### src/rtl/bias_add_requant_20_pkg.sv
// Layer-20 bias/requantization constants and shared types.
// Default parameter values for the bias-add/requant block and its sub-module.
package bias_add_requant_20_pkg;

    localparam int L20_KERN        = 16;
    localparam int L20_COEFF_WIDTH = 16;
    localparam int L20_ACC_WIDTH   = 32;
    localparam int L20_OUT_WIDTH   = 16;
    localparam int L20_BIAS_SHIFT  = 8;
    localparam int L20_SHIFT       = 8;
    localparam int L20_RELU        = 1;

    typedef enum logic {
        ST_LOAD,
        ST_RUN
    } state_t;

endpackage

### src/rtl/bias_add_requant_20_requant_sat.sv
// Combinational requantizer: round-half-up, arithmetic right shift,
// saturation to OUT_WIDTH and optional ReLU clip.
module bias_add_requant_20_requant_sat
    import bias_add_requant_20_pkg::*;
#(
    parameter int IN_WIDTH  = L20_ACC_WIDTH + 2,
    parameter int OUT_WIDTH = L20_OUT_WIDTH,
    parameter int SHIFT     = L20_SHIFT,
    parameter int RELU      = L20_RELU
) (
    input  logic signed [IN_WIDTH-1:0]  sum,
    output logic signed [OUT_WIDTH-1:0] result
);

    // One guard bit so adding the rounding constant can never wrap.
    localparam logic signed [IN_WIDTH:0] RND =
        (SHIFT > 0) ? ((IN_WIDTH + 1)'(1) << (SHIFT > 0 ? SHIFT - 1 : 0)) : '0;
    localparam logic signed [IN_WIDTH:0] MAX_V =
        {{(IN_WIDTH - OUT_WIDTH + 2){1'b0}}, {(OUT_WIDTH - 1){1'b1}}};
    localparam logic signed [IN_WIDTH:0] MIN_V =
        {{(IN_WIDTH - OUT_WIDTH + 2){1'b1}}, {(OUT_WIDTH - 1){1'b0}}};

    logic signed [IN_WIDTH:0] rounded;
    logic signed [IN_WIDTH:0] shifted;

    always_comb begin
        rounded = $signed({sum[IN_WIDTH-1], sum}) + RND;
        shifted = rounded >>> SHIFT;
        if (shifted > MAX_V) begin
            result = MAX_V[OUT_WIDTH-1:0];
        end else if (shifted < MIN_V) begin
            result = MIN_V[OUT_WIDTH-1:0];
        end else begin
            result = shifted[OUT_WIDTH-1:0];
        end
        if (RELU != 0 && shifted[IN_WIDTH]) begin
            result = '0;
        end
    end

endmodule

### src/rtl/bias_add_requant_20.sv
// Layer-20 bias add + requantization: loads KERN biases after reset, then adds the
// per-channel bias to each accumulator word and writes the requantized result.
module bias_add_requant_20
    import bias_add_requant_20_pkg::*;
#(
    parameter int KERN        = L20_KERN,
    parameter int COEFF_WIDTH = L20_COEFF_WIDTH,
    parameter int ACC_WIDTH   = L20_ACC_WIDTH,
    parameter int OUT_WIDTH   = L20_OUT_WIDTH,
    parameter int BIAS_SHIFT  = L20_BIAS_SHIFT,
    parameter int SHIFT       = L20_SHIFT,
    parameter int RELU        = L20_RELU
) (
    input  logic                   ap_clk,
    input  logic                   ap_rst,
    input  logic [COEFF_WIDTH-1:0] bias_V_dout,
    input  logic                   bias_V_empty_n,
    output logic                   bias_V_read,
    input  logic [ACC_WIDTH-1:0]   input_V_dout,
    input  logic                   input_V_empty_n,
    output logic                   input_V_read,
    output logic [OUT_WIDTH-1:0]   output_V_din,
    input  logic                   output_V_full_n,
    output logic                   output_V_write
);

    localparam int SUM_WIDTH = ACC_WIDTH + 2;
    localparam int IDX_WIDTH = (KERN > 1) ? $clog2(KERN) : 1;
    localparam logic [IDX_WIDTH-1:0] LAST_IDX = IDX_WIDTH'(KERN - 1);

    state_t                         state;
    state_t                         state_next;
    logic [IDX_WIDTH-1:0]           idx;
    logic [IDX_WIDTH-1:0]           ch;
    logic signed [COEFF_WIDTH-1:0]  bias_mem [KERN];
    logic signed [SUM_WIDTH-1:0]    s1;
    logic signed [SUM_WIDTH-1:0]    sum_next;
    logic signed [OUT_WIDTH-1:0]    result;
    logic [OUT_WIDTH-1:0]           s2;
    logic                           v1;
    logic                           v2;
    logic                           rst_q;
    logic                           quiet;
    logic                           en;
    logic                           bias_take;
    logic                           in_take;

    // Outputs stay silent during the reset cycle and the one after it.
    assign quiet = ap_rst | rst_q;

    always_comb begin
        // NOTE: defaults first so no path through this block infers a latch.
        state_next = state;
        bias_take  = 1'b0;
        if (state == ST_LOAD) begin
            bias_take = bias_V_empty_n & ~quiet;
            if (bias_take && idx == LAST_IDX) begin
                state_next = ST_RUN;
            end
        end
    end

    assign en       = ~v2 | output_V_full_n;
    assign in_take  = (state == ST_RUN) & input_V_empty_n & en & ~quiet;
    assign sum_next = SUM_WIDTH'($signed(input_V_dout))
                    + (SUM_WIDTH'(bias_mem[ch]) <<< BIAS_SHIFT);

    always_ff @(posedge ap_clk) begin
        // NOTE: non-blocking assignments for all state so every register sees pre-edge values.
        if (ap_rst) begin
            state <= ST_LOAD;
            idx   <= '0;
            ch    <= '0;
            s1    <= '0;
            s2    <= '0;
            v1    <= 1'b0;
            v2    <= 1'b0;
            rst_q <= 1'b1;
        end else begin
            rst_q <= 1'b0;
            state <= state_next;
            if (bias_take) begin
                idx <= idx + IDX_WIDTH'(1);
            end
            if (in_take) begin
                ch <= (ch == LAST_IDX) ? '0 : ch + IDX_WIDTH'(1);
            end
            if (en) begin
                v1 <= in_take;
                if (in_take) begin
                    s1 <= sum_next;
                end
                v2 <= v1;
                s2 <= result;
            end
        end
    end

    // NOTE: the bias bank has no reset; LOAD rewrites every entry before RUN reads any.
    always_ff @(posedge ap_clk) begin
        if (bias_take) begin
            bias_mem[idx] <= bias_V_dout;
        end
    end

    bias_add_requant_20_requant_sat #(
        .IN_WIDTH  (SUM_WIDTH),
        .OUT_WIDTH (OUT_WIDTH),
        .SHIFT     (SHIFT),
        .RELU      (RELU)
    ) u_requant_sat (
        .sum    (s1),
        .result (result)
    );

    assign bias_V_read    = bias_take;
    assign input_V_read   = in_take;
    assign output_V_write = v2 & output_V_full_n & ~quiet;
    assign output_V_din   = quiet ? '0 : s2;

endmodule

### config.mk
export PLATFORM = sky130hd
export DESIGN_NAME = bias_add_requant_20
export DESIGN_NICKNAME = d
export VERILOG_FILES = /design/src/rtl/bias_add_requant_20_pkg.sv /design/src/rtl/bias_add_requant_20_requant_sat.sv /design/src/rtl/bias_add_requant_20.sv
export SDC_FILE = /design/constraint.sdc
export NUM_CORES = 1
export LEC_CHECK = 0
export CAP_MARGIN = 20
export CORE_ASPECT_RATIO = 1.5
export CORE_MARGIN = 5
export CORE_UTILIZATION = 60
export CTS_BUF_LIST = sky130_fd_sc_hd__clkbuf_2 sky130_fd_sc_hd__clkbuf_4 sky130_fd_sc_hd__clkbuf_8
export CTS_CLUSTER_DIAMETER = 200
export DETAILED_ROUTE_END_ITERATION = 8
export PLACE_DENSITY = 0.87
export SLEW_MARGIN = 15
export SYNTH_ARGS = -nofsm -noshare
export SYNTH_HDL_FRONTEND = slang
export SYNTH_SLANG_ARGS = --single-unit
### constraint.sdc
create_clock -name ap_clk -period 7 [get_ports ap_clk]
set_input_delay 1.4 -clock ap_clk [delete_from_list [all_inputs] [get_ports ap_clk]]
set_output_delay 1.4 -clock ap_clk [all_outputs]
set_load 0.005 [all_outputs]
# Word-level counts from Yosys, hierarchy flattened

Memory sizes are Yosys's and may differ from the RTL's. A register that Yosys moved wholly into a read port is not among the register bits.
Index checks and enable logic that the tools add are counted.

Add/sub/neg operators: 4
Magnitude comparators: 2
Eq/ne operators: 2
Mux-type cells: 13
Bitwise gates (word level): 10
Reductions and logical operators: 2

Operators with widths:

| operator              | number |
|---|---|
| $mux 16               | 4 |
| $add 33x9->34 const B | 1 |
| $add 32x24->33        | 1 |
| $gt 27x16->1 const B  | 1 |
| $lt 27x16->1 const B  | 1 |
| $mux 4                | 3 |
| $add 4x1->4 const B   | 2 |
| $eq 4x4->1 const B    | 2 |
| $and 1x1->1           | 6 |
| $mux 1                | 6 |
| $not 1->1             | 2 |
| $or 1x1->1            | 2 |
| $reduce_and 2->1      | 1 |
| $logic_and 1x1->1     | 1 |

Register bits: 61
Bits in writable memories: 256
Bits of input ports: 53
Logic and storage cells: 42
Memories kept: 1

Memories:

| memory   | depth | bits a word | rd ports | clocked after Yosys merged registers in | write ports | line                      | text |
|---|---|---|---|---|---|---|---|
| bias_mem | 16    | 16          | 1        | 1                                       | 1           | bias_add_requant_20.sv:35 | `logic signed [COEFF_WIDTH-1:0] bias_mem [KERN];` |

# Depth between registers and ports, before layout

Word-level depth: 6
Depth in mapped cells: 13
Mapped depth without buffers: 11

# By module

A second synthesis with hierarchy kept.

Cells, all modules: 958
Area, all modules: 14199.9 um^2

By module, submodules not included:

| module                          | times used | cells each | area an instance (um^2) | sequential area each (um^2) |
|---|---|---|---|---|
| bias_add_requant_20             | 1          | 841        | 13266.5                 | 8988.6 |
| bias_add_requant_20_requant_sat | 1          | 117        | 933.4                   | 0.0 |

# Worst setup path after synthesis

Ideal clock, no wire load.

Kind: register -> register
Start point: register (tool-made name)
End point: register s1[22]
Setup time: 0.130 ns
Arrival: 4.013 ns
Path slack: 2.857 ns
Cell stages (with the launch flop): 14
Path buffers: 2
Clock period less this slack: 4.143 ns
Path through: dfxtp_1 > buf_2 > buf_1 > mux4_2 > mux4_2 > ha_1 > fa_1 > a211oi_1 > nor3_1 > o2111ai_1 > nand2_1 > a221oi_1 > xor2_1 > o21ai_0

RTL lines:

| what                 | line                      | text |
|---|---|---|
| to (signal assigned) | bias_add_requant_20.sv:91 | `s1 <= sum_next;` |
| to (decl)            | bias_add_requant_20.sv:36 | `logic signed [SUM_WIDTH-1:0] s1;` |

# Final worst setup path

Start point: input ap_rst
End point: output input_V_read

Longest elaborated chain between the ends: 3

Ends and longest elaborated chain:

| what        | line                      | text |
|---|---|---|
| from (decl) | bias_add_requant_20.sv:15 | `input logic ap_rst,` |
| $or 1x1->1  | bias_add_requant_20.sv:49 | `assign quiet = ap_rst \| rst_q;` |
| $not 1->1   | bias_add_requant_20.sv:64 | `assign in_take = (state == ST_RUN) & input_V_empty_n & en & ~quiet;` |
| $and 1x1->1 | bias_add_requant_20.sv:64 |  |
| to (decl)   | bias_add_requant_20.sv:21 | `output logic input_V_read,` |

Every way passes these cells.

==> summary.json <==
{
  "clock_tree": {
    "post_cts_hold_buffer_count": 0,
    "tritoncts": "built",
    "htree_num_levels": 2,
    "postCtsSetupRepairBufs": 0,
    "cts.clk_slew.worst_paths_ns": 0.07,
    "cts_num_sinks": 314,
    "cts_max_path_buffers": 3,
    "clkLatencyLatePin_ns": 0.53,
    "cts_repair_resize_count": 0,
    "tritoncts.num_buffers": 43,
    "clock_tree.root_cell": "clkbuf_8"
  },
  "logic_synthesis": {
    "postSynth.asyncResetShare": 0,
    "yosys_register_bits": 314,
    "netlist.area_leader.share": 0.573,
    "yosysTopAreaCell": "edfxtp_1",
    "synth.area.top_cells": "edfxtp_1 (57%), mux4_2 (13%), dfxtp_1 (8.7%)",
    "synth_area_per_cell_um2": 16.4,
    "ys.warnings.count": 0,
    "yosysMostFrequentCell": "edfxtp_1",
    "ys_seq_area_frac": 0.660,
    "netlist_instances": 820,
    "synth_common_cells": "edfxtp_1 (256), mux4_2 (80), dfxtp_1 (58)",
    "postSynth.topFlopCell": "edfxtp_1",
    "netlist-cell-type-count": 57,
    "number_of_flops_mapped_to_enable_cells_by_yosys": 256,
    "post_synth_net_total": 904,
    "synthesis.area_um2": 13400
  },
  "timing": {
    "post-route-min-period_ns": 4.93,
    "fin_setup_tns_ns": 0,
    "whs_ns": 0.456,
    "fmax_ghz": 0.203,
    "report.final.hold_viol_count": 0,
    "period_share": 0.705,
    "report.final.setup_viol": 0,
    "slew_headroom": 0.239,
    "worst-slew-pin-transition_ns": 1.14,
    "rsz0062_at_grt": "false",
    "slew_violations": 0,
    "worst_clock_skew_ns": 0.0258
  },
  "detailed_routing": {
    "drcViolationCount": 0,
    "drtPass1Iterations": 5,
    "met1_length_um": 9760,
    "detail_route.wl_per_cell_um": 23.4,
    "met3_wirelength_um": 1750,
    "avgViaCountPerCell": 6.28,
    "detailroute.wirelength.met2_um": 16000,
    "postRouteWirelength_um": 28600,
    "num_vias": 7667,
    "drt_first_iter_violations": 649,
    "drtAntennaViolNets": 0,
    "route.top_layer_used": "met4"
  },
  "critical_path": {
    "worst_setup_path_startpoint": "ap_rst",
    "data_arrival_at_the_endpoint_of_the_critical_path_ns": 3.53,
    "cp_data_required_time_ns": 5.60,
    "largest_fanout_on_the_critical_path": 43,
    "setup.worst_path.start_class": "input port",
    "worstSetupPathType": "input port to output pin",
    "critical_path.endpoint_type": "output pin"
  },
  "pwr": {
    "power_frac_clock": 0.387,
    "power_leakage_nw": 5.03,
    "vdd.ir_drop.worst_mv": 0.144,
    "power.share.switching": 0.207,
    "power.density_cell_area_nw_per_um2": 230,
    "p_seq_frac": 0.573,
    "combinationalPowerShare": 0.041,
    "internal-power_mw": 2.80,
    "totalPowerFinal_mw": 3.53,
    "power.switching_mw": 0.730
  },
  "global_routing": {
    "grt_antenna_before_repair": 0,
    "largest_net_degree_at_the_start_of_global_routing": 52,
    "global_route_total_usage_across_every_layer": 0.225,
    "grt_pass1_wl_um": 44000,
    "grt_remaining_overflow": 0,
    "first_global_vias": 7918
  },
  "finish": {
    "finish.net_count": 1000,
    "area.growth.synth_to_final_pct": 14.4,
    "layout-drive-gt1-share": 0.205,
    "diodes": 0
  },
  "die": {
    "core.rowCount": 67,
    "fp.coreArea_um2": 22200,
    "initial_standard_cell_utilization_of_the_core": 0.604,
    "dieArea_um2": 25500,
    "boundaryPins": 72,
    "fp.dieH_um": 193,
    "die_x_um": 132
  },
  "worst_hold_path": {
    "hp-class": "register to register",
    "min-delay-start": "s2[15]"
  },
  "placement": {
    "hpwl_um": 19000,
    "gp_congestion": 0.896,
    "port_buffers": 64
  },
  "run": {
    "max-cap-violations": 0
  },
  "outcome": {
    "outcome": "finished clean"
  }
}
==> placed cells by master, fill, tap and decap left out, types with 4 or more instances in the layout <==
| cell type | count |
|---|---|
| clkbuf_8 | 43 |
| clkinvlp_4 | 5 |
| nand4_1 | 10 |
| clkbuf_4 | 13 |
| clkinv_1 | 8 |
| and4_1 | 6 |
| a211oi_1 | 8 |
| nor2b_1 | 5 |
| o21bai_1 | 5 |
| o21a_1 | 4 |
| a21oi_1 | 35 |
| nand3b_1 | 6 |
| clkdlybuf4s50_1 | 64 |
| buf_8 | 4 |
| nor2_1 | 37 |
| edfxtp_1 | 256 |
| inv_1 | 8 |
| a31oi_1 | 6 |
| mux4_2 | 80 |
| nor3_2 | 4 |
| xor2_1 | 16 |
| and3_1 | 5 |
| o21ai_1 | 5 |
| nand2b_1 | 6 |
| o21ai_0 | 18 |
| dfxtp_1 | 56 |
| nor3_1 | 10 |
| buf_4 | 18 |
| nor2_2 | 10 |
| and2_1 | 19 |
| a21o_1 | 6 |
| ha_1 | 30 |
| nand2_1 | 44 |
| a221o_1 | 15 |
| xnor2_1 | 19 |
| nand3_1 | 16 |
==> stage by stage <==
stage / utilization / worst slack, ns / cell area, um2 / std cells
global placement: 0.649 / 2.03 / 14400 / 1142
detailed placement: 0.652 / 2.01 / 14500 / 1146
CTS: 0.689 / 2.02 / 15300 / 1220
finish: 0.691 / 2.07 / 15300 / 1221
global route: 0.691 / 1.85 / 15300 / 1221
floorplan: - / 2.86 / 13400 / 820
==> per-layer routing <==
metal	global-route usage	vias up
li1	-	3468
met1	0.252	3783
met2	0.432	332
met3	0.0350	84
met4	0.0808	0
met5	0	-
==> cell families (layout without fill, tap and decap cells) <==
logic type	after synthesis	after routing	synth area share
buf+inv	44	169	0.0142
xor+xnor	35	35	0.0229
simple gates	194	194	0.0764
fa+ha+maj	31	31	0.0295
flops	314	314	0.660
compound gates	120	120	0.0615
mux	82	82	0.136
==> power by group through the flow <==
| stage | Combinational, mW | Sequential [mW] | Clock (mW) |
|---|---|---|---|
| finish | 0.144 | 2.02 | 1.37 |
| floorplan | 0.0767 | 2.06 | 0 |
| global placement | 0.137 | 2.06 | 0 |
| global route | 0.158 | 2.02 | 1.48 |
| detailed placement | 0.143 | 2.06 | 0 |
| CTS | 0.143 | 2.02 | 1.38 |
==> critical path, cell delays in order <==
cell and delay [ns]:
clkdlybuf4s50_1 0.42, nor2_1 0.64, nand4_1 0.17, buf_4 0.29, inv_1 0.11, clkdlybuf4s50_1 0.51
==> state kept, by name (all words and copies together) (netlist names), named ones only <==
| signal | flops |
|---|---|
| rst_q | 1 |
| idx | 4 |
| ch | 4 |
| state | 1 |
| v2 | 1 |
| s2 | 16 |
| s1 | 26 |
| bias_mem | 256 |
| v1 | 1 |
==> final cells by class <==
| cell class | instances | area [um2] |
|---|---|---|
| timing repair buffer | 87 | 863 |
| multi-input combinational | 462 | 4420 |
| clock buffer | 56 | 689 |
| fill | 1333 | 6870 |
| tap | 276 | 345 |
| sequential | 314 | 8850 |
| clock inverter | 18 | 143 |
| inverter | 8 | 30.0 |
==> worst paths after layout <==
path              slack [ns]           end  cells past startpoint
setup / recovery        2.07  input_V_read                      6
hold / removal          0.46        s2[15]                      1
setup reg to reg        2.32        s1[25]                     11
hold reg to reg         0.46        s2[15]                      1
(Power assumes the default switching activity.)
